`src/rtl/control_multicycle_if.sv`:
```
// Control bus between the multicycle controller and the MIPS datapath.
// Signal names match the instruction register fields and datapath enables.
interface control_multicycle_if;
    logic [5:0]  OPCODE;
    logic [15:0] OFFSET;
    logic        ZERO;
    logic        PC_control;
    logic [1:0]  PCsrc;
    logic        ReadWrite;
    logic        IRWrite;
    logic        MDRWrite;
    logic        RegWrite;
    logic        RegDst;
    logic        MemtoReg;
    logic        AWrite;
    logic        BWrite;
    logic        ULAout_ctrl;
    logic [2:0]  ULAop;
    logic        srcA_selector;
    logic [1:0]  srcB_selector;
    logic        illegal;
    logic        reset_out;

    // Controller side: reads instruction fields and flags, drives enables
    modport master (
        input  OPCODE, OFFSET, ZERO,
        output PC_control, PCsrc, ReadWrite, IRWrite, MDRWrite, RegWrite,
               RegDst, MemtoReg, AWrite, BWrite, ULAout_ctrl, ULAop,
               srcA_selector, srcB_selector, illegal, reset_out
    );

    // Datapath side
    modport slave (
        output OPCODE, OFFSET, ZERO,
        input  PC_control, PCsrc, ReadWrite, IRWrite, MDRWrite, RegWrite,
               RegDst, MemtoReg, AWrite, BWrite, ULAout_ctrl, ULAop,
               srcA_selector, srcB_selector, illegal, reset_out
    );
endinterface

```
`src/rtl/control_multicycle.sv`:
```
// Multicycle MIPS control FSM: fetch/decode, then R-type, addi, lw, sw, beq, j
// and the RESET opcode. Outputs are Moore-decoded from the state register so an
// asynchronous reset clears every enable immediately.
module control_multicycle #(
    parameter int MEM_WAIT   = 3,
    parameter int RESET_HOLD = 1
) (
    input logic                  clock,
    input logic                  reset,
    control_multicycle_if.master bus
);
    localparam int MAX_WAIT = (MEM_WAIT > RESET_HOLD) ? MEM_WAIT : RESET_HOLD;
    localparam int CW       = $clog2(MAX_WAIT + 1);

    localparam logic [CW-1:0] WAIT_LAST = CW'(MEM_WAIT - 1);
    localparam logic [CW-1:0] HOLD_LAST = CW'(RESET_HOLD - 1);
    localparam logic [CW-1:0] CNT_MAX   = {CW{1'b1}};

    localparam logic [5:0] OP_R     = 6'h00;
    localparam logic [5:0] OP_J     = 6'h02;
    localparam logic [5:0] OP_BEQ   = 6'h04;
    localparam logic [5:0] OP_ADDI  = 6'h08;
    localparam logic [5:0] OP_LW    = 6'h23;
    localparam logic [5:0] OP_SW    = 6'h2B;
    localparam logic [5:0] OP_RESET = 6'h3F;

    localparam logic [5:0] F_ADD = 6'h20;
    localparam logic [5:0] F_SUB = 6'h22;
    localparam logic [5:0] F_AND = 6'h24;

    typedef enum logic [3:0] {
        S_RESET, S_FETCH, S_LATCH, S_DECODE, S_DISPATCH,
        S_R_EXEC, S_R_WB, S_I_EXEC, S_I_WB, S_ADDR,
        S_MEM_RD, S_MEM_WB, S_MEM_WR, S_BRANCH, S_JUMP, S_ILLEGAL
    } state_t;

    state_t        state_q, state_d;
    logic [CW-1:0] cnt_q, cnt_d;
    logic [5:0]    funct;
    logic [9:0]    unused_offset_hi;

    assign funct            = bus.OFFSET[5:0];
    assign unused_offset_hi = bus.OFFSET[15:6];

    // State and wait counter; reset forces RESET with a cleared counter
    always_ff @(posedge clock or negedge reset) begin
        if (!reset) begin
            state_q <= S_RESET;
            cnt_q   <= '0;
        end else begin
            state_q <= state_d;
            cnt_q   <= cnt_d;
        end
    end

    // Next-state selection; instruction fields are only looked at in dispatch/exec states
    always_comb begin
        state_d = state_q;
        case (state_q)
            S_RESET:    if (cnt_q == HOLD_LAST) state_d = S_FETCH;
            S_FETCH:    if (cnt_q == WAIT_LAST) state_d = S_LATCH;
            S_LATCH:    state_d = S_DECODE;
            S_DECODE:   state_d = S_DISPATCH;
            S_DISPATCH: begin
                case (bus.OPCODE)
                    OP_R:     state_d = (funct == F_ADD || funct == F_SUB || funct == F_AND)
                                        ? S_R_EXEC : S_ILLEGAL;
                    OP_ADDI:  state_d = S_I_EXEC;
                    OP_LW,
                    OP_SW:    state_d = S_ADDR;
                    OP_BEQ:   state_d = S_BRANCH;
                    OP_J:     state_d = S_JUMP;
                    OP_RESET: state_d = S_RESET;
                    default:  state_d = S_ILLEGAL;
                endcase
            end
            S_R_EXEC:   state_d = S_R_WB;
            S_R_WB:     state_d = S_FETCH;
            S_I_EXEC:   state_d = S_I_WB;
            S_I_WB:     state_d = S_FETCH;
            S_ADDR:     state_d = (bus.OPCODE == OP_SW) ? S_MEM_WR : S_MEM_RD;
            S_MEM_RD:   if (cnt_q == WAIT_LAST) state_d = S_MEM_WB;
            S_MEM_WB:   state_d = S_FETCH;
            S_MEM_WR:   state_d = S_FETCH;
            S_BRANCH:   state_d = S_FETCH;
            S_JUMP:     state_d = S_FETCH;
            S_ILLEGAL:  state_d = S_ILLEGAL;
            default:    state_d = S_RESET;
        endcase
    end

    // Counter clears on every state change and saturates instead of wrapping
    always_comb begin
        cnt_d = cnt_q;
        if (state_d != state_q) begin
            cnt_d = '0;
        end else if (cnt_q != CNT_MAX) begin
            cnt_d = cnt_q + 1'b1;
        end
    end

    // Per-state datapath enables; anything not set in a state stays 0
    always_comb begin
        bus.PC_control    = 1'b0;
        bus.PCsrc         = 2'b00;
        bus.ReadWrite     = 1'b0;
        bus.IRWrite       = 1'b0;
        bus.MDRWrite      = 1'b0;
        bus.RegWrite      = 1'b0;
        bus.RegDst        = 1'b0;
        bus.MemtoReg      = 1'b0;
        bus.AWrite        = 1'b0;
        bus.BWrite        = 1'b0;
        bus.ULAout_ctrl   = 1'b0;
        bus.ULAop         = 3'b000;
        bus.srcA_selector = 1'b0;
        bus.srcB_selector = 2'b00;
        bus.illegal       = 1'b0;
        bus.reset_out     = 1'b0;
        case (state_q)
            S_RESET: bus.reset_out = 1'b1;
            S_FETCH: begin
                bus.srcB_selector = 2'b01;
                bus.ULAop         = 3'b001;
            end
            S_LATCH: begin
                bus.srcB_selector = 2'b01;
                bus.ULAop         = 3'b001;
                bus.PC_control    = 1'b1;
                bus.IRWrite       = 1'b1;
            end
            S_DECODE: begin
                // PC + (imm << 2) goes into ULAout as the branch target
                bus.AWrite        = 1'b1;
                bus.BWrite        = 1'b1;
                bus.srcB_selector = 2'b11;
                bus.ULAop         = 3'b001;
                bus.ULAout_ctrl   = 1'b1;
            end
            S_R_EXEC: begin
                bus.srcA_selector = 1'b1;
                bus.ULAout_ctrl   = 1'b1;
                case (funct)
                    F_SUB:   bus.ULAop = 3'b010;
                    F_AND:   bus.ULAop = 3'b011;
                    default: bus.ULAop = 3'b001;
                endcase
            end
            S_R_WB: begin
                bus.RegWrite = 1'b1;
                bus.RegDst   = 1'b1;
            end
            S_I_EXEC, S_ADDR: begin
                bus.srcA_selector = 1'b1;
                bus.srcB_selector = 2'b10;
                bus.ULAop         = 3'b001;
                bus.ULAout_ctrl   = 1'b1;
            end
            S_I_WB:   bus.RegWrite = 1'b1;
            S_MEM_RD: bus.MDRWrite = (cnt_q == WAIT_LAST);
            S_MEM_WB: begin
                bus.RegWrite = 1'b1;
                bus.MemtoReg = 1'b1;
            end
            S_MEM_WR: bus.ReadWrite = 1'b1;
            S_BRANCH: begin
                // PCsrc selects ULAout regardless; only the write enable follows ZERO
                bus.srcA_selector = 1'b1;
                bus.ULAop         = 3'b010;
                bus.PCsrc         = 2'b01;
                bus.PC_control    = bus.ZERO;
            end
            S_JUMP: begin
                bus.PCsrc      = 2'b10;
                bus.PC_control = 1'b1;
            end
            S_ILLEGAL: bus.illegal = 1'b1;
            default: ;
        endcase
    end
endmodule

```
`src/flat_wrapper.sv`:
```
// flat-port wrapper written by rule: the top's interface ports become plain ports
module control_multicycle_flat 
#(
    parameter int MEM_WAIT   = 3,
    parameter int RESET_HOLD = 1
)
  (clock, reset, bus_OPCODE, bus_OFFSET, bus_ZERO, bus_PC_control, bus_PCsrc, bus_ReadWrite, bus_IRWrite, bus_MDRWrite, bus_RegWrite, bus_RegDst, bus_MemtoReg, bus_AWrite, bus_BWrite, bus_ULAout_ctrl, bus_ULAop, bus_srcA_selector, bus_srcB_selector, bus_illegal, bus_reset_out);
  control_multicycle_if bus_i ();
  input logic clock;
  input logic reset;
  input wire logic [$bits(bus_i.OPCODE)-1:0] bus_OPCODE;
  input wire logic [$bits(bus_i.OFFSET)-1:0] bus_OFFSET;
  input wire logic [$bits(bus_i.ZERO)-1:0] bus_ZERO;
  output wire logic [$bits(bus_i.PC_control)-1:0] bus_PC_control;
  output wire logic [$bits(bus_i.PCsrc)-1:0] bus_PCsrc;
  output wire logic [$bits(bus_i.ReadWrite)-1:0] bus_ReadWrite;
  output wire logic [$bits(bus_i.IRWrite)-1:0] bus_IRWrite;
  output wire logic [$bits(bus_i.MDRWrite)-1:0] bus_MDRWrite;
  output wire logic [$bits(bus_i.RegWrite)-1:0] bus_RegWrite;
  output wire logic [$bits(bus_i.RegDst)-1:0] bus_RegDst;
  output wire logic [$bits(bus_i.MemtoReg)-1:0] bus_MemtoReg;
  output wire logic [$bits(bus_i.AWrite)-1:0] bus_AWrite;
  output wire logic [$bits(bus_i.BWrite)-1:0] bus_BWrite;
  output wire logic [$bits(bus_i.ULAout_ctrl)-1:0] bus_ULAout_ctrl;
  output wire logic [$bits(bus_i.ULAop)-1:0] bus_ULAop;
  output wire logic [$bits(bus_i.srcA_selector)-1:0] bus_srcA_selector;
  output wire logic [$bits(bus_i.srcB_selector)-1:0] bus_srcB_selector;
  output wire logic [$bits(bus_i.illegal)-1:0] bus_illegal;
  output wire logic [$bits(bus_i.reset_out)-1:0] bus_reset_out;
  assign bus_i.OPCODE = bus_OPCODE;
  assign bus_i.OFFSET = bus_OFFSET;
  assign bus_i.ZERO = bus_ZERO;
  assign bus_PC_control = bus_i.PC_control;
  assign bus_PCsrc = bus_i.PCsrc;
  assign bus_ReadWrite = bus_i.ReadWrite;
  assign bus_IRWrite = bus_i.IRWrite;
  assign bus_MDRWrite = bus_i.MDRWrite;
  assign bus_RegWrite = bus_i.RegWrite;
  assign bus_RegDst = bus_i.RegDst;
  assign bus_MemtoReg = bus_i.MemtoReg;
  assign bus_AWrite = bus_i.AWrite;
  assign bus_BWrite = bus_i.BWrite;
  assign bus_ULAout_ctrl = bus_i.ULAout_ctrl;
  assign bus_ULAop = bus_i.ULAop;
  assign bus_srcA_selector = bus_i.srcA_selector;
  assign bus_srcB_selector = bus_i.srcB_selector;
  assign bus_illegal = bus_i.illegal;
  assign bus_reset_out = bus_i.reset_out;
  control_multicycle #(.MEM_WAIT(MEM_WAIT), .RESET_HOLD(RESET_HOLD)) u_core (.clock(clock), .reset(reset), .bus(bus_i));
endmodule
```
`config.mk`:
```
export PLATFORM = sky130hd
export DESIGN_NAME = control_multicycle_flat
export DESIGN_NICKNAME = d
export VERILOG_FILES = /design/src/rtl/control_multicycle_if.sv /design/src/rtl/control_multicycle.sv /design/src/flat_wrapper.sv
export SDC_FILE = /design/constraint.sdc
export NUM_CORES = 1
export LEC_CHECK = 0
export BUFFER_PORTS_ARGS = -buffer_cell sky130_fd_sc_hd__buf_2
export CAP_MARGIN = 25
export CORE_UTILIZATION = 43
export DETAILED_ROUTE_END_ITERATION = 10
export PLACE_DENSITY = 0.79
export SLEW_MARGIN = 20
export SYNTH_ARGS = -nofsm -noshare
export SYNTH_HDL_FRONTEND = slang
export SYNTH_SLANG_ARGS = --single-unit
export TNS_END_PERCENT = 5
```
`constraint.sdc`:
```
create_clock -name clock -period 2 [get_ports clock]
set_input_delay 0.4 -clock clock [delete_from_list [all_inputs] [get_ports clock]]
set_output_delay 0.4 -clock clock [all_outputs]
set_load 0.01 [all_outputs]
```
# Word level (Yosys, flattened, before mapping)
# Cells that the tools add are included.
[classes]
n_addsub = 1
n_eq_ne = 27
n_mux = 25
n_reduce_logical = 15
[op_table]
columns = ["cell", "count"]
rows = [
  ["$pmux W4 S11", 1],
  ["$eq A6 B6 Y1 const B", 6],
  ["$eq A4 B4 Y1 const B", 8],
  ["$pmux W4 S6", 1],
  ["$eq A4 B3 Y1 const B", 4],
  ["$mux W4", 4],
  ["$mux W1", 11],
  ["$pmux W3 S3", 1],
  ["$eq A4 B2 Y1 const B", 2],
  ["$pmux W2 S2", 2],
  ["$reduce_or A2 Y1", 4],
  ["$reduce_or A4 Y1", 2],
  ["$eq A6 B2 Y1 const B", 1],
  ["$eq A6 B3 Y1 const B", 1],
  ["$eq A6 B4 Y1 const B", 1],
  ["$logic_not A6 Y1", 1],
  ["$pmux W2 S3", 1],
  ["$reduce_or A6 Y1", 1],
  ["$reduce_or A5 Y1", 1],
  ["$eq A4 B1 Y1 const B", 1],
  ["$logic_not A4 Y1", 1],
  ["$mux W2", 2],
  ["$ne A4 B4 Y1", 1],
  ["$mux W3", 1],
  ["8 further kinds", 9],
]
[totals]
reg_bits = 6
inputBits = 25

# Logic depth before layout (Yosys ltp)
# Gate-level depths: netlist (run 1).
[depth]
depth_word = 8
depth_mapped = 6
mapped_depth_nobuf = 6

# Least setup slack after synthesis (run 1)
# No wires, ideal clock.
[synth_timing]
kind = "flip-flop to output port"
from = "reg u_core.state_q[1]"
to = "out bus_BWrite"
arrival_time_ps = 1462
t_required_ps = 1600
path_slack_ps = 138
stages_incl_launch_ff = 6
n_path_buf = 3
cell_sequence = "dfrtp_1 clkbuf_1 clkbuf_1 nand2_1 nor3_1 buf_4"
[synth_between]
elab_chain_cells = 2
[synth_lines]
columns = ["item", "line", "rtl"]
rows = [
  ["from (decl)", "control_multicycle.sv:37", "state_t state_q, state_d;"],
  ["from (signal assigned)", "control_multicycle.sv:51", "state_q <= state_d;"],
  ["$eq A4 B2 Y1", "n/a", ""],
  ["$mux W1", "n/a", ""],
  ["to (decl)", "flat_wrapper.sv:23", "output wire logic [$bits(bus_i.BWrite)-1:0] bus_BWrite;"],
]
# Every way passes these cells.

# Worst setup path after layout (run 1)
[layout_timing]
from = "reg u_core.state_q[2]"
to = "out bus_RegWrite"
[layout_between]
elab_chain_cells = 3
elab_cells_between_ends = 5
[layout_lines]
columns = ["item", "line", "rtl"]
rows = [
  ["$eq A4 B3 Y1 or $eq A4 B4 Y1 (tied branches)", "control_multicycle.sv:120", "case (state_q)"],
  ["$reduce_or A3 Y1 (no line) (*)", "n/a", ""],
  ["$mux W1 (*)", "control_multicycle.sv:120", ""],
  ["to (decl)", "flat_wrapper.sv:19", "output wire logic [$bits(bus_i.RegWrite)-1:0] bus_RegWrite;"],
]
# Every way passes the cells marked *; elsewhere a longest branch is shown, timed or not.

==> flow_summary.ini, run 1 <==
[power]
powerDensity_nw_per_um2 = 1397
pwr-share-seq = 0.225
power_mw = 1.407
sw_frac_of_total = 0.5059
p_leak_nw = 0.4814
p_comb_frac = 0.694
p_int_mw = 0.6953
switchingPower_mw = 0.7119
p_clk_frac = 0.081
peakVddDrop_v = 0.0007195

[worst_setup_path]
cp_max_fo = 9
worstSetupStartpointType = register
critPathCaptureType = output port
crit_required_ps = 1600
arrival_ps = 1450
crit_type = reg2out
startpoint = u_core.state_q[2]
endpoint = bus_RegWrite
r2r_slack_ps = 580
r2r_start = u_core.state_q[3]
ff2ff_path_depth = 5
reg2reg_to = u_core.state_q[0]

[sta]
finalHoldViolCount = 0
slew_viol_final = 0
fmax_ghz = 0.5400
period_share = 0.9260
finalWorstSetupSlack_ps = 148.0
setup_violations = 0
rsz0062_at_grt = false
finalCriticalPeriod_ps = 1852
fin_worst_skew_ps = 1.221
tns_ps = 0

[synth]
synth_top_area_frac = 0.1935
ys_async_sr_fraction = 1.000
synth_area_leaders = dfrtp_1, nor2_1, nand2_1, ha_1, nor2b_1
synth_cell_type_count = 38
synth.largest_area_cell = dfrtp_1
ys_warn_count = 0
synth_seq_area_share = 0.1935
synth-seq-cells = 6
syn-mean-instance-area_um2 = 6.630
synth-edff-count = 0
yosys_most_used_dff = dfrtp_1
synth_fp_nets = 145
netlist_area_um2 = 775.7
synthCells = 117

[clock_network]
cts_tree = built
cts.sinks = 6
numCtsBuffers = 3
clockRootBuffer = clkbuf_4
clkTransAtPathRegs_ps = 50
cts_buffer_depth = 2
insertion_delay_ps = 250
cts_max_level = 1

[finish]
fin_area_um2 = 1007
layout_common_cells = buf_2, nor2_1, nand2_1, a21oi_1, buf_4
area_growth_pct = 29.84
drive_gt1_frac = 0.3490
diodes = 0
nets = 179
final_cells = 173
fillers = 143
final_common_cell = buf_2

[die]
die_h_um = 44.48
rows = 14
start_util = 0.4867
die_w_um = 44.48
coreArea_um2 = 1594
top_level_ports = 45
dieArea_um2 = 1978

[grt]
grt_pass1_wl_um = 3429
grt-ovfl-total = 0
grt_pass1_vias = 827
grt_antenna_before_repair = 0
grt_usage = 0.2325
grt_max_degree = 20

[run_status]
status = complete, no violations

[place]
place_inst = 169
pre_cts_ws_ps = 184.4
numPortBuffers = 33
gp_congestion = 0.8030
postPlaceCellArea_um2 = 963.4
dp_hpwl_um = 1551

[routing]
drt-vias-per-instance = 5.480
drc_errors = 0
num_vias = 948
drt_iter0_markers = 38
post_drt_wl_per_cell_um = 11.55
final_antenna_net_count = 0
drt-total-wl_um = 1999
first_pass_iters = 6

[job]
drv_cap = 0

[worst_hold_path]
min_path_type = in2reg
cells in the mapped netlist, types with 2 or more instances:
master	n
a21oi_1	6
a22oi_1	3
a31oi_1	3
and3_1	2
buf_2	3
buf_4	2
clkbuf_1	5
dfrtp_1	6
ha_1	3
inv_1	2
nand2_1	12
nand2b_1	4
nand3_1	2
nor2_1	21
nor2b_1	5
nor3_1	5
nor4_1	3
o21a_1	2
o21ai_0	4
o21ai_1	2
o22ai_1	4
xor2_1	2
critical path, cell delays in order (launching register included):
cell      delay [ps]
dfrtp_2          450
nand2b_2         250
nor2_2           170
a21oi_1           60
o22ai_1          130
buf_2            150
state kept, by name, indices dropped and copies added (netlist names):
| name | cells |
|---|---|
| u_core.state_q | 4 |
| u_core.cnt_q | 2 |
layer usage:
metal	track usage	up-vias	wire length, µm
li1	-	483	-
met1	0.3109	435	930
met2	0.3735	28	981
met3	0.03673	2	77
met4	0.09091	0	10
met5	0	-	0
cell type report:
class	count	area, µm²	area share
Clock buffer	3	22.52	0.02236
Inverter	2	7.507	0.007453
Multi-Input combinational cell	98	573.1	0.5689
Sequential cell	6	153.9	0.1528
Tap cell	24	30.03	0.02981
Timing Repair Buffer	40	220.2	0.2186
worst min-delay path by stage:
stage                  start  cells past startpoint                end
6_report       bus_OPCODE[1]                      3  u_core.state_q[0]
5_1_grt                reset                      2  u_core.state_q[3]
4_1_cts        bus_OPCODE[1]                      3  u_core.state_q[0]
3_5_place_dp           reset                      1  u_core.state_q[0]
3_3_place_gp           reset                      1    u_core.cnt_q[0]
2_1_floorplan          reset                      0    u_core.cnt_q[0]
repair_timing:
action	CTS	global route
resized for setup	0	6
hold buffers	1	0
setup buffers	0	0
setup endpoints to repair	0	7
hold endpoints to repair	6	0
through the flow:
| step | util | hold slack [ps] |
|---|---|---|
| 2_1_floorplan | - | 104.4 |
| 3_3_place_gp | 0.6044 | 227.2 |
| 3_5_place_dp | 0.6044 | 232.9 |
| 4_1_cts | 0.6248 | 500.7 |
| 5_1_grt | 0.6319 | 537.8 |
| 6_report | 0.6319 | 493.7 |
cells by family (layout without fill, tap and decap cells):
| family | count (synthesis) | after routing | synth area share |
|---|---|---|---|
| AOI/OAI and AO/OA | 32 | 32 | 0.2661 |
| muxes | 1 | 1 | 0.01290 |
| DFF | 6 | 6 | 0.1935 |
| other | 1 | 1 | 0.004834 |
| xor gates and xnor gates | 2 | 2 | 0.02258 |
| buffers and inverters | 13 | 45 | 0.07741 |
| and+or+nand+nor | 59 | 59 | 0.3742 |
| adders and majority gates | 3 | 3 | 0.04839 |
power groups by stage:
stage	clock network [mW]	logic [mW]	registers [mW]
floorplan	0	0.769	0.207
CTS	0.113	0.970	0.303
global route	0.124	1.09	0.339
global placement	0	0.931	0.301
detailed placement	0	0.962	0.306
finish	0.115	0.977	0.316
(Power assumes the default switching activity.)
==> inputs of run 2 (changes only) <==
Settings changed: SETUP_SLACK_MARGIN set to 0.3.
==> run 2 against run 1 <==
Against the previous run:
- routed wire length rose by 31%
- hold slack improved by 2.6 ps
- worst setup slack improved by 68 ps
- core utilization rose by 12 points
- final cell count rose by 10%
- cell area rose by 20%
- total power rose by 30%
- fmax rose by 3.8%
- die area did not move
- sequential cell count did not move
- highest routed layer unchanged
==> flow_summary.ini, run 2 (synthesized netlist as in run 1, its figures left out) <==
[run_status]
status = complete, no violations

[routing]
final_antenna_net_count = 0
drt-vias-per-instance = 5.613
drt_iter0_markers = 49
drc_errors = 0
post_drt_wl_per_cell_um = 13.73
first_pass_iters = 4
drt-total-wl_um = 2622
num_vias = 1072

[power]
powerDensity_nw_per_um2 = 1518
peakVddDrop_v = 0.0008454
p_leak_nw = 0.5917

[grt]
grt_pass1_wl_um = 3815
grt-ovfl-total = 0
grt_pass1_vias = 921
grt_max_degree = 13
grt_usage = 0.2635
grt_antenna_before_repair = 0

[sta]
fmax_ghz = 0.5604
tns_ps = 0
slew_viol_final = 0
period_share = 0.8922
rsz0062_at_grt = true
finalHoldViolCount = 0
setup_violations = 0
finalCriticalPeriod_ps = 1784
fin_worst_skew_ps = 12.51

[clock_network]
cts_max_level = 1
insertion_delay_ps = 250
numCtsBuffers = 3
clockRootBuffer = clkbuf_4
cts_tree = built
cts.sinks = 6
cts_buffer_depth = 2
clkTransAtPathRegs_ps = 50

[worst_setup_path]
crit_required_ps = 1600
critPathCaptureType = output port
arrival_ps = 1380
r2r_slack_ps = 420
crit_type = reg2out
worstSetupStartpointType = register
cp_max_fo = 5

[die]
dieArea_um2 = 1978
die_w_um = 44.48
die_h_um = 44.48
coreArea_um2 = 1594
top_level_ports = 45
rows = 14
start_util = 0.4867

[finish]
largest_reg_flops = 4
diodes = 0
largest_register = u_core.state_q
final_common_cell = buf_2
nets = 197
drive_gt1_frac = 0.4671
reg_top3 = u_core.state_q (4), u_core.cnt_q (2)
layout_common_cells = buf_2, nor2_1, buf_4, nand2_1, a21oi_1
final_util = 0.7559
area_growth_pct = 55.32

[worst_hold_path]
min_path_type = in2reg

[job]
drv_cap = 0

[place]
gp_congestion = 0.7875
numPortBuffers = 33
dp_hpwl_um = 1634
run 2: timing repair:
| action | 4_1_cts | 5_1_grt |
|---|---|---|
| gates resized for setup | 15 | 5 |
| endpoints found under the setup margin | 17 | 17 |
| hold buffers | 1 | 0 |
| buffers inserted | 10 | 7 |
| hold endpoints to repair | 6 | 0 |
| pin swaps | 0 | 3 |
run 2: final timing paths:
path,startpoint,to,depth (start not counted)
worst max-delay path,u_core.state_q[3],bus_PC_control,5
worst min-delay path,bus_OPCODE[1],u_core.state_q[0],3
worst max register to register,u_core.state_q[1],u_core.cnt_q[0],6
worst min register to register,u_core.cnt_q[0],u_core.cnt_q[0],2
max in group asynchronous,reset,u_core.state_q[1],2
min in group asynchronous,reset,u_core.state_q[0],2
run 2: power by group:
group / internal, mW / switching (mW)
clock: 0.0681 / 0.0473
combinational: 0.700 / 0.737
sequential: 0.183 / 0.0943
run 2: layer usage:
| metal | up-vias | routed length (µm) | track usage |
|---|---|---|---|
| li1 | 516 | - | - |
| met1 | 504 | 1129 | 0.3251 |
| met2 | 42 | 1301 | 0.4529 |
| met3 | 10 | 109 | 0.02449 |
| met4 | 0 | 81 | 0.1333 |
| met5 | - | 0 | 0 |
run 2: area by class of cell:
type                       count  area, µm²
timing repair buffer          58      364.1
fill                         132      389.1
tap                           24      30.03
inverter                       2      7.507
clock buffer                   3      22.52
multi-input combinational     98      626.9
sequential                     6      153.9
run 2: worst max-delay path: stages, from the launching register on:
cell and delay [ps]:
dfrtp_1 440, buf_6 150, nand2b_4 140, nand3_2 80, o22ai_1 160, buf_2 150
run 2: through the flow:
| stage | worst slack (ps) | cells | instance area (µm²) | hold slack [ps] | power (mW) |
|---|---|---|---|---|---|
| final | 215.6 | 191 | 1205 | 496.3 | 1.829 |
| after CTS | 270.8 | 184 | 1131 | 495.8 | 1.637 |
| after detailed placement | 213.1 | 170 | 975.9 | 233.5 | 1.293 |
| after global placement | 227.8 | 170 | 975.9 | 225.0 | 1.253 |
| after floorplan | 357.4 | 117 | 782.0 | 104.4 | 0.9834 |
| after global routing | 139.7 | 191 | 1205 | 503.2 | 1.963 |
==> inputs of run 3 (changes only) <==
Settings changed: CORE_MARGIN set to 2, CORE_UTILIZATION 43 to 46, PLACE_DENSITY 0.79 to 0.84, SKIP_LAST_GASP set to 1.
Clock period 2 ns to 2.19 ns, I/O delays scaled along.
==> run 3 against run 2 <==
Against the previous run:
- worst setup slack improved by 28 ps
- sequential power up 8.7%
- sequential cell count unchanged
- critical path type unchanged
- count of clock-buffer cells in the layout did not move
- clock power decreased by 9%
- combinational power fell by 23%
- the flow now finishes with violations (negative hold slack)
- die area rose by 2.7%
- core utilization fell by 5.4 points
- hold slack lost 500 ps
- final cell count decreased by 9.9%
- first-iteration DRC count is 10% lower
==> flow_summary.ini, run 3 (synthesized netlist as in run 1, its figures left out) <==
[clock_network]
clockRootBuffer = clkbuf_4
cts_buffer_depth = 2
cts.sinks = 6
cts_tree = built
numCtsBuffers = 3
insertion_delay_ps = 250
clkTransAtPathRegs_ps = 50
cts_hold_buf = 0
cts_max_level = 1

[grt]
grt_usage = 0.2394
grt_max_degree = 20
grt_pass1_vias = 888
grt_antenna_before_repair = 0
grt_pass1_wl_um = 3657
grt-ovfl-total = 0

[power]
powerDensity_nw_per_um2 = 1398
peakVddDrop_v = 0.0007461
power_mw = 1.513
p_leak_nw = 0.5298

[finish]
nets = 186
final_common_cell = buf_2
area_growth_pct = 39.52
diodes = 0
layout_common_cells = buf_2, nor2_1, buf_4, nand2_1, a21oi_1
largest_reg_flops = 4
largest_register = u_core.state_q
reg_top3 = u_core.state_q (4), u_core.cnt_q (2)
final_cells = 172
drive_gt1_frac = 0.4231
fillers = 125

[worst_setup_path]
startpoint = u_core.state_q[2]
crit_type = reg2out
worstSetupStartpointType = register
cp_max_fo = 9
crit_required_ps = 1750
r2r_start = u_core.state_q[1]
critPathCaptureType = output port
arrival_ps = 1510

[routing]
wl_met3_um = 209
num_vias = 1055
drc_errors = 0
drt-total-wl_um = 2701
final_antenna_net_count = 0
post_drt_wl_per_cell_um = 15.70
drt_iter0_markers = 44
drt-met1-wl_um = 1002
route.met2.wl_um = 1367
top_layer = met4
drt-vias-per-instance = 6.134
first_pass_iters = 5

[sta]
setup_violations = 0
fmax_ghz = 0.5137
slew_viol_final = 0
whs_ps = -4.499
tns_ps = 0
finalWorstSetupSlack_ps = 243.5
period_share = 0.8888
rsz0062_at_grt = true
finalCriticalPeriod_ps = 1947
fin_worst_skew_ps = 10.96
finalHoldViolCount = 3

[die]
die_h_um = 45.07
start_util = 0.5032
top_level_ports = 45
die_w_um = 45.07
dieArea_um2 = 2031
rows = 14
coreArea_um2 = 1541

[place]
dp_hpwl_um = 1664
gp_congestion = 0.8231
numPortBuffers = 33
pre_cts_ws_ps = 273.8
place_inst = 160

[worst_hold_path]
min_path_type = in2async

[run_status]
failed_checks = negative hold slack
status = finished with violations

[job]
drv_cap = 0
==> run 3: path summary, 6_finish.rpt <==
kind | to | slack, ps | cells past startpoint
worst min register to register | u_core.cnt_q[0] | 610 | 2
worst min-delay path | u_core.state_q[0] | -4 | 1
worst max register to register | u_core.state_q[0] | 470 | 6
min in group clock | u_core.state_q[0] | 570 | 3
worst max-delay path | bus_PC_control | 240 | 5
max in group asynchronous | u_core.state_q[3] | 2030 | 1
==> run 3: stage by stage <==
step / hold WS, ps / cell area, µm² / utilization
after global routing: -0.2958 / 1082 / 0.7021
after floorplan: 142.4 / 780.7 / -
after detailed placement: 266.2 / 950.9 / 0.6169
after global placement: 258.1 / 950.9 / 0.6169
after CTS: 2.700 / 994.7 / 0.6453
final: -4.499 / 1082 / 0.7021
==> run 3: final cells by class <==
class	count	area [µm²]	share of cell area
multi-input combinational	98	606.8	0.5607
timing repair buffer	47	267.8	0.2474
sequential	6	157.7	0.1457
clock buffer	3	22.52	0.02081
tap	16	20.02	0.01850
inverter	2	7.507	0.006936
==> run 3: critical path: stages (launching register included) <==
cell,delay (ps)
dfrtp_2,460
buf_4,190
nand2b_4,90
nand3_1,130
o22ai_1,220
buf_2,170
==> run 3: metal layers <==
layer	track usage	vias to the layer above
met3	0.004000	19
met1	0.3010	475
li1	-	493
met2	0.4171	68
met5	0	-
met4	0.1235	0
==> run 3: repair_timing <==
action	in CTS	in global routing
pin swaps	0	0
setup buffers	0	9
gates resized for setup	8	6
endpoints found under the setup margin	10	10
==> run 3: where the power goes <==
part,internal [mW],switching [mW],total [mW]
logic,0.502,0.605,1.11
registers,0.172,0.128,0.301
clock network,0.0622,0.0429,0.105
total,0.736,0.777,1.51
